## config.mk

```make
export PLATFORM = sky130hd
export DESIGN_NAME = cla_high
export DESIGN_NICKNAME = d
export VERILOG_FILES = /design/src/rtl/cla_pkg.sv /design/src/rtl/cla4.sv /design/src/rtl/cla_high.sv
export SDC_FILE = /design/constraint.sdc
export NUM_CORES = 1
export LEC_CHECK = 0
export CORE_MARGIN = 2
export CORE_UTILIZATION = 36
export CTS_BUF_LIST = sky130_fd_sc_hd__clkbuf_8 sky130_fd_sc_hd__clkbuf_16
export CTS_CLUSTER_DIAMETER = 30
export DETAILED_ROUTE_END_ITERATION = 16
export PLACE_DENSITY = 0.72
export SKIP_CTS_REPAIR_TIMING = 1
export SYNTH_ARGS = -nofsm -noshare
export SYNTH_HDL_FRONTEND = slang
export SYNTH_SLANG_ARGS = --single-unit
```

## constraint.sdc

```tcl
create_clock -name clk -period 1.15 [get_ports clk]
set_input_delay 0.23 -clock clk [delete_from_list [all_inputs] [get_ports clk]]
set_output_delay 0.23 -clock clk [all_outputs]
set_load 0.02 [all_outputs]
```

## src/rtl/cla_pkg.sv

```systemverilog
// Shared constants and types for the two-level carry-lookahead adder.
package cla_pkg;
  localparam int CLA_WIDTH = 32;
  localparam int CLA_GROUP = 4;

  typedef logic [CLA_WIDTH-1:0] word_t;

  typedef struct packed {
    logic g;
    logic p;
  } gp_t;
endpackage

```

## src/rtl/cla4.sv

```systemverilog
// 4-bit lookahead group: internal carries from ci, plus group generate/propagate.
module cla4
  import cla_pkg::*;
(
  input  logic [CLA_GROUP-1:0] a,
  input  logic [CLA_GROUP-1:0] b,
  input  logic                 ci,
  output logic [CLA_GROUP-1:0] s,
  output logic                 G,
  output logic                 P
);
  logic [CLA_GROUP-1:0] g;
  logic [CLA_GROUP-1:0] p;
  logic [CLA_GROUP-1:0] c;

  assign g = a & b;
  assign p = a ^ b;

  // Every internal carry is a flat sum of products of ci and the bit g/p terms.
  assign c[0] = ci;
  assign c[1] = g[0] | (p[0] & ci);
  assign c[2] = g[1] | (p[1] & g[0]) | (p[1] & p[0] & ci);
  assign c[3] = g[2] | (p[2] & g[1]) | (p[2] & p[1] & g[0])
              | (p[2] & p[1] & p[0] & ci);

  assign s = p ^ c;

  assign G = g[3] | (p[3] & g[2]) | (p[3] & p[2] & g[1])
           | (p[3] & p[2] & p[1] & g[0]);
  assign P = &p;
endmodule

```

## src/rtl/cla_high.sv

```systemverilog
// Registered WIDTH-bit two-level carry-lookahead adder.
// Define CLA_HIGH_INREG_EN to also register the operands (latency 2 instead of 1).
module cla_high
  import cla_pkg::*;
#(
  parameter int WIDTH = CLA_WIDTH
) (
  input  logic             clk,
  input  logic             reset,
  input  logic [WIDTH-1:0] number1,
  input  logic [WIDTH-1:0] number2,
  input  logic             cin,
  output logic [WIDTH-1:0] sum,
  output logic             cout
);
  localparam int NG = WIDTH / CLA_GROUP;

  logic [WIDTH-1:0] a_p0;
  logic [WIDTH-1:0] b_p0;
  logic             ci_p0;

`ifdef CLA_HIGH_INREG_EN
  // Stage 0: operand registers ahead of the lookahead logic.
  always_ff @(posedge clk or negedge reset) begin
    if (!reset) begin
      a_p0  <= '0;
      b_p0  <= '0;
      ci_p0 <= 1'b0;
    end else begin
      a_p0  <= number1;
      b_p0  <= number2;
      ci_p0 <= cin;
    end
  end
`else
  assign a_p0  = number1;
  assign b_p0  = number2;
  assign ci_p0 = cin;
`endif

  logic [NG-1:0]    grp_g;
  logic [NG-1:0]    grp_p;
  logic [WIDTH-1:0] s_grp;
  logic [NG:0]      gc;
  gp_t              gp [NG];

  for (genvar k = 0; k < NG; k++) begin : g_grp
    cla4 u_cla4 (
      .a  (a_p0[CLA_GROUP*k +: CLA_GROUP]),
      .b  (b_p0[CLA_GROUP*k +: CLA_GROUP]),
      .ci (gc[k]),
      .s  (s_grp[CLA_GROUP*k +: CLA_GROUP]),
      .G  (grp_g[k]),
      .P  (grp_p[k])
    );
  end

  always_comb begin
    for (int k = 0; k < NG; k++) begin
      gp[k].g = grp_g[k];
      gp[k].p = grp_p[k];
    end
  end

  // Second-level lookahead: each group carry is an independent sum of products
  // of cin and the group G/P terms, so no carry passes through another group.
  always_comb begin
    logic acc;
    logic term;
    gc   = '0;
    acc  = 1'b0;
    term = 1'b0;
    for (int k = 0; k <= NG; k++) begin
      term = ci_p0;
      for (int m = 0; m < k; m++) term = term & gp[m].p;
      acc = term;
      for (int j = 0; j < k; j++) begin
        term = gp[j].g;
        for (int m = j + 1; m < k; m++) term = term & gp[m].p;
        acc = acc | term;
      end
      gc[k] = acc;
    end
  end

  // Output stage: registered sum and carry-out.
  always_ff @(posedge clk or negedge reset) begin
    if (!reset) begin
      sum  <= '0;
      cout <= 1'b0;
    end else begin
      sum  <= s_grp;
      cout <= gc[NG];
    end
  end
endmodule

```

==> out/metrics.cfg <==
[status]
status=finished with violations
violated_checks=setup timing

[timing]
totalNegativeSetupSlack_ns=-23.24
setup_repair_after_global_routing_missed_its_margin=yes
layout_min_cycle_time_ns=2.38
worstMarginPinSlew_ns=0.294
timing.final.ws_setup_ns=-1.23
max_slew_margin=0.804
max_freq_mhz=420
layout_worst_path_cycle_share=2.07
report.final.slew_viol_count=0
finalHoldViolCount=0
finalSetupViolations=29

[synthesis]
ys_top_cells_by_count=sky130_fd_sc_hd__dfrtp_1 (33), sky130_fd_sc_hd__ha_1 (32), sky130_fd_sc_hd__nor2_1 (12), sky130_fd_sc_hd__xor2_1 (12), sky130_fd_sc_hd__a21o_1 (11)
synthMostInstantiatedCell=sky130_fd_sc_hd__dfrtp_1
post_synth_inst_count=186
dominantRegCellSynth=sky130_fd_sc_hd__dfrtp_1
synth.top_cell.area_share=0.385
ys_async_sr_fraction=1.00
ys_seq_area_frac=0.385
yosys-top-cells-area=sky130_fd_sc_hd__dfrtp_1 (39%), sky130_fd_sc_hd__ha_1 (19%), sky130_fd_sc_hd__fa_1 (7.5%)
synthesis.yosys.warnings=0
mappedNetlistArea_um2=2140
syn_area_per_cell_um2=11.5
yosysTopAreaCell=sky130_fd_sc_hd__dfrtp_1
yosysUniqueCellTypes=39
synth-edff-count=0
syn-num-nets=293
synth.ff_latch_count=33

[route]
routed_via_density=4.74
drtAntennaViolNets=0
first_pass_iters=6
drcViolationCount=0
drt-wirelength-per-cell_um=13.8
detail_route.iter0.violations=46
detailroute.via_count=2063
route.final.wire_length_um=6010

[floorplan]
core_region_area_um2=5850
fp-row-count=28
die_area_um2=6590
floorplan.initialDensity=0.367
die-height_um=81.2
fp.dieW_um=81.2
io_pins=100

[worst_setup_path]
cp_data_arrival_time_ns=2.54
critPathLaunchType=input pin
cp.required_ns=1.32
setup.worst_path.class=in -> reg
critical_path_peak_fanout=4
setup.worst_path.end_class=flip-flop

[global_routing]
grt_pass1_wl_um=8850
largest_net_degree_at_the_start_of_global_routing=34
grt_util_all_layers=0.176
first_global_vias=2082
global_route_total_overflow=0
grt_antenna_before_repair=2

[clock_network]
clock-sinks=33
tritoncts=built
clock_tree.htree_level_count=2
worst_setup_hold_path_clk_slew_ns=0.07
clock_tree.root_cell=sky130_fd_sc_hd__clkbuf_8
cts-buffers-inserted=5
cts_buffer_depth=2

[placement]
globalplace.congestion=0.745
buffers_added_on_ports=99
detailedPlace.worstSlack_ns=-1.85
detailedPlacementHpwl_um=4480

[power_and_ir_drop]
ir_drop_mv=0.638
power_per_unit_of_standard_cell_area_nw_per_um2=1080
power.leakage_nw=2.38

[min_path]
hold_class=in -> reg

[finish]
layout.nets=464
synthToLayoutAreaGrowth_pct=103
drive_gt1_frac=0.427

[run]
cap_violations=0

==> final timing paths <==
kind / start / slack [ns] / end / depth (start not counted)
setup / recovery: number2[17] / -1.23 / sum[29] / 12
hold / removal: number1[4] / 0.28 / sum[4] / 2
max in group asynchronous: reset / 0.53 / sum[30] / 3
min in group asynchronous: reset / 0.44 / sum[12] / 3
==> layout make-up <==
type	count	area [µm²]
sequential	33	826
clock buffer	7	96.3
multi-input combinational	146	1680
inverter	7	26.3
antenna	2	5.00
clock inverter	1	5.00
tap	75	93.8
fill	402	1500
timing repair buffer	164	1620
==> registers in the layout, indices dropped and copies added, names as in the netlist <==
signal,cells
sum,32
cout,1
==> per-layer routing <==
layer	GRT usage	vias up	routed length, µm
met2	0.324	60	3200
li1	-	1011	-
met3	0.0500	8	371
met4	0.0763	0	93
met5	0	-	0
met1	0.185	984	2350
==> stage by stage <==
step,utilization,hold slack (ns),std cells,area (µm²),total power [mW]
after floorplan,-,-0.0656,186,2290,2.45
after global placement,0.641,0.201,409,3750,3.54
after detailed placement,0.641,0.203,409,3750,3.59
after CTS,0.658,-0.104,417,3850,4.57
after global routing,0.743,0.263,435,4350,5.02
final,0.743,0.276,435,4350,4.70
==> placed cells by master, fill, tap and decap left out, types with 3 or more instances in the layout <==
cell type and n:
sky130_fd_sc_hd__a21o_1 11, sky130_fd_sc_hd__a21oi_1 3, sky130_fd_sc_hd__a21oi_2 8, sky130_fd_sc_hd__buf_4 60, sky130_fd_sc_hd__buf_6 13, sky130_fd_sc_hd__clkbuf_2 7
sky130_fd_sc_hd__clkbuf_8 7, sky130_fd_sc_hd__clkdlybuf4s50_1 24, sky130_fd_sc_hd__dfrtp_1 33, sky130_fd_sc_hd__dlymetal6s2s_1 57, sky130_fd_sc_hd__fa_2 7, sky130_fd_sc_hd__ha_1 13
sky130_fd_sc_hd__ha_2 4, sky130_fd_sc_hd__ha_4 15, sky130_fd_sc_hd__inv_1 6, sky130_fd_sc_hd__nand2_1 7, sky130_fd_sc_hd__nand3_1 4, sky130_fd_sc_hd__nor2_1 8
sky130_fd_sc_hd__o21ai_2 4, sky130_fd_sc_hd__xnor2_1 8, sky130_fd_sc_hd__xor2_1 12
==> power by group <==
part	leakage (nW)	total [mW]	switching (mW)	internal, mW
clock network	0.0543	0.961	0.419	0.541
logic	1.94	2.29	1.05	1.24
registers	0.385	1.45	0.0512	1.40
total	2.38	4.70	1.52	3.18
==> kinds of logic (layout without fill, tap and decap cells) <==
logic type	count (synthesis)	in the layout	synth area share
AND/OR/NAND/NOR	35	35	0.0852
AO/OA/AOI/OAI	49	49	0.166
buffers and inverters	7	179	0.0122
XOR/XNOR	22	22	0.0898
other	0	2	0
adder cells (fa/ha/maj)	40	40	0.261
flip-flops	33	33	0.385
==> critical path, stage by stage <==
cell and delay, ns:
sky130_fd_sc_hd__buf_6 0.10, sky130_fd_sc_hd__ha_4 0.25, sky130_fd_sc_hd__a21o_1 0.20, sky130_fd_sc_hd__a21oi_2 0.14, sky130_fd_sc_hd__o21ai_1 0.09, sky130_fd_sc_hd__a221o_1 0.40
sky130_fd_sc_hd__o2111ai_2 0.23, sky130_fd_sc_hd__a21oi_2 0.10, sky130_fd_sc_hd__nor3_2 0.20, sky130_fd_sc_hd__inv_1 0.09, sky130_fd_sc_hd__fa_2 0.36, sky130_fd_sc_hd__xor2_1 0.16
(Power assumes the default switching activity.)
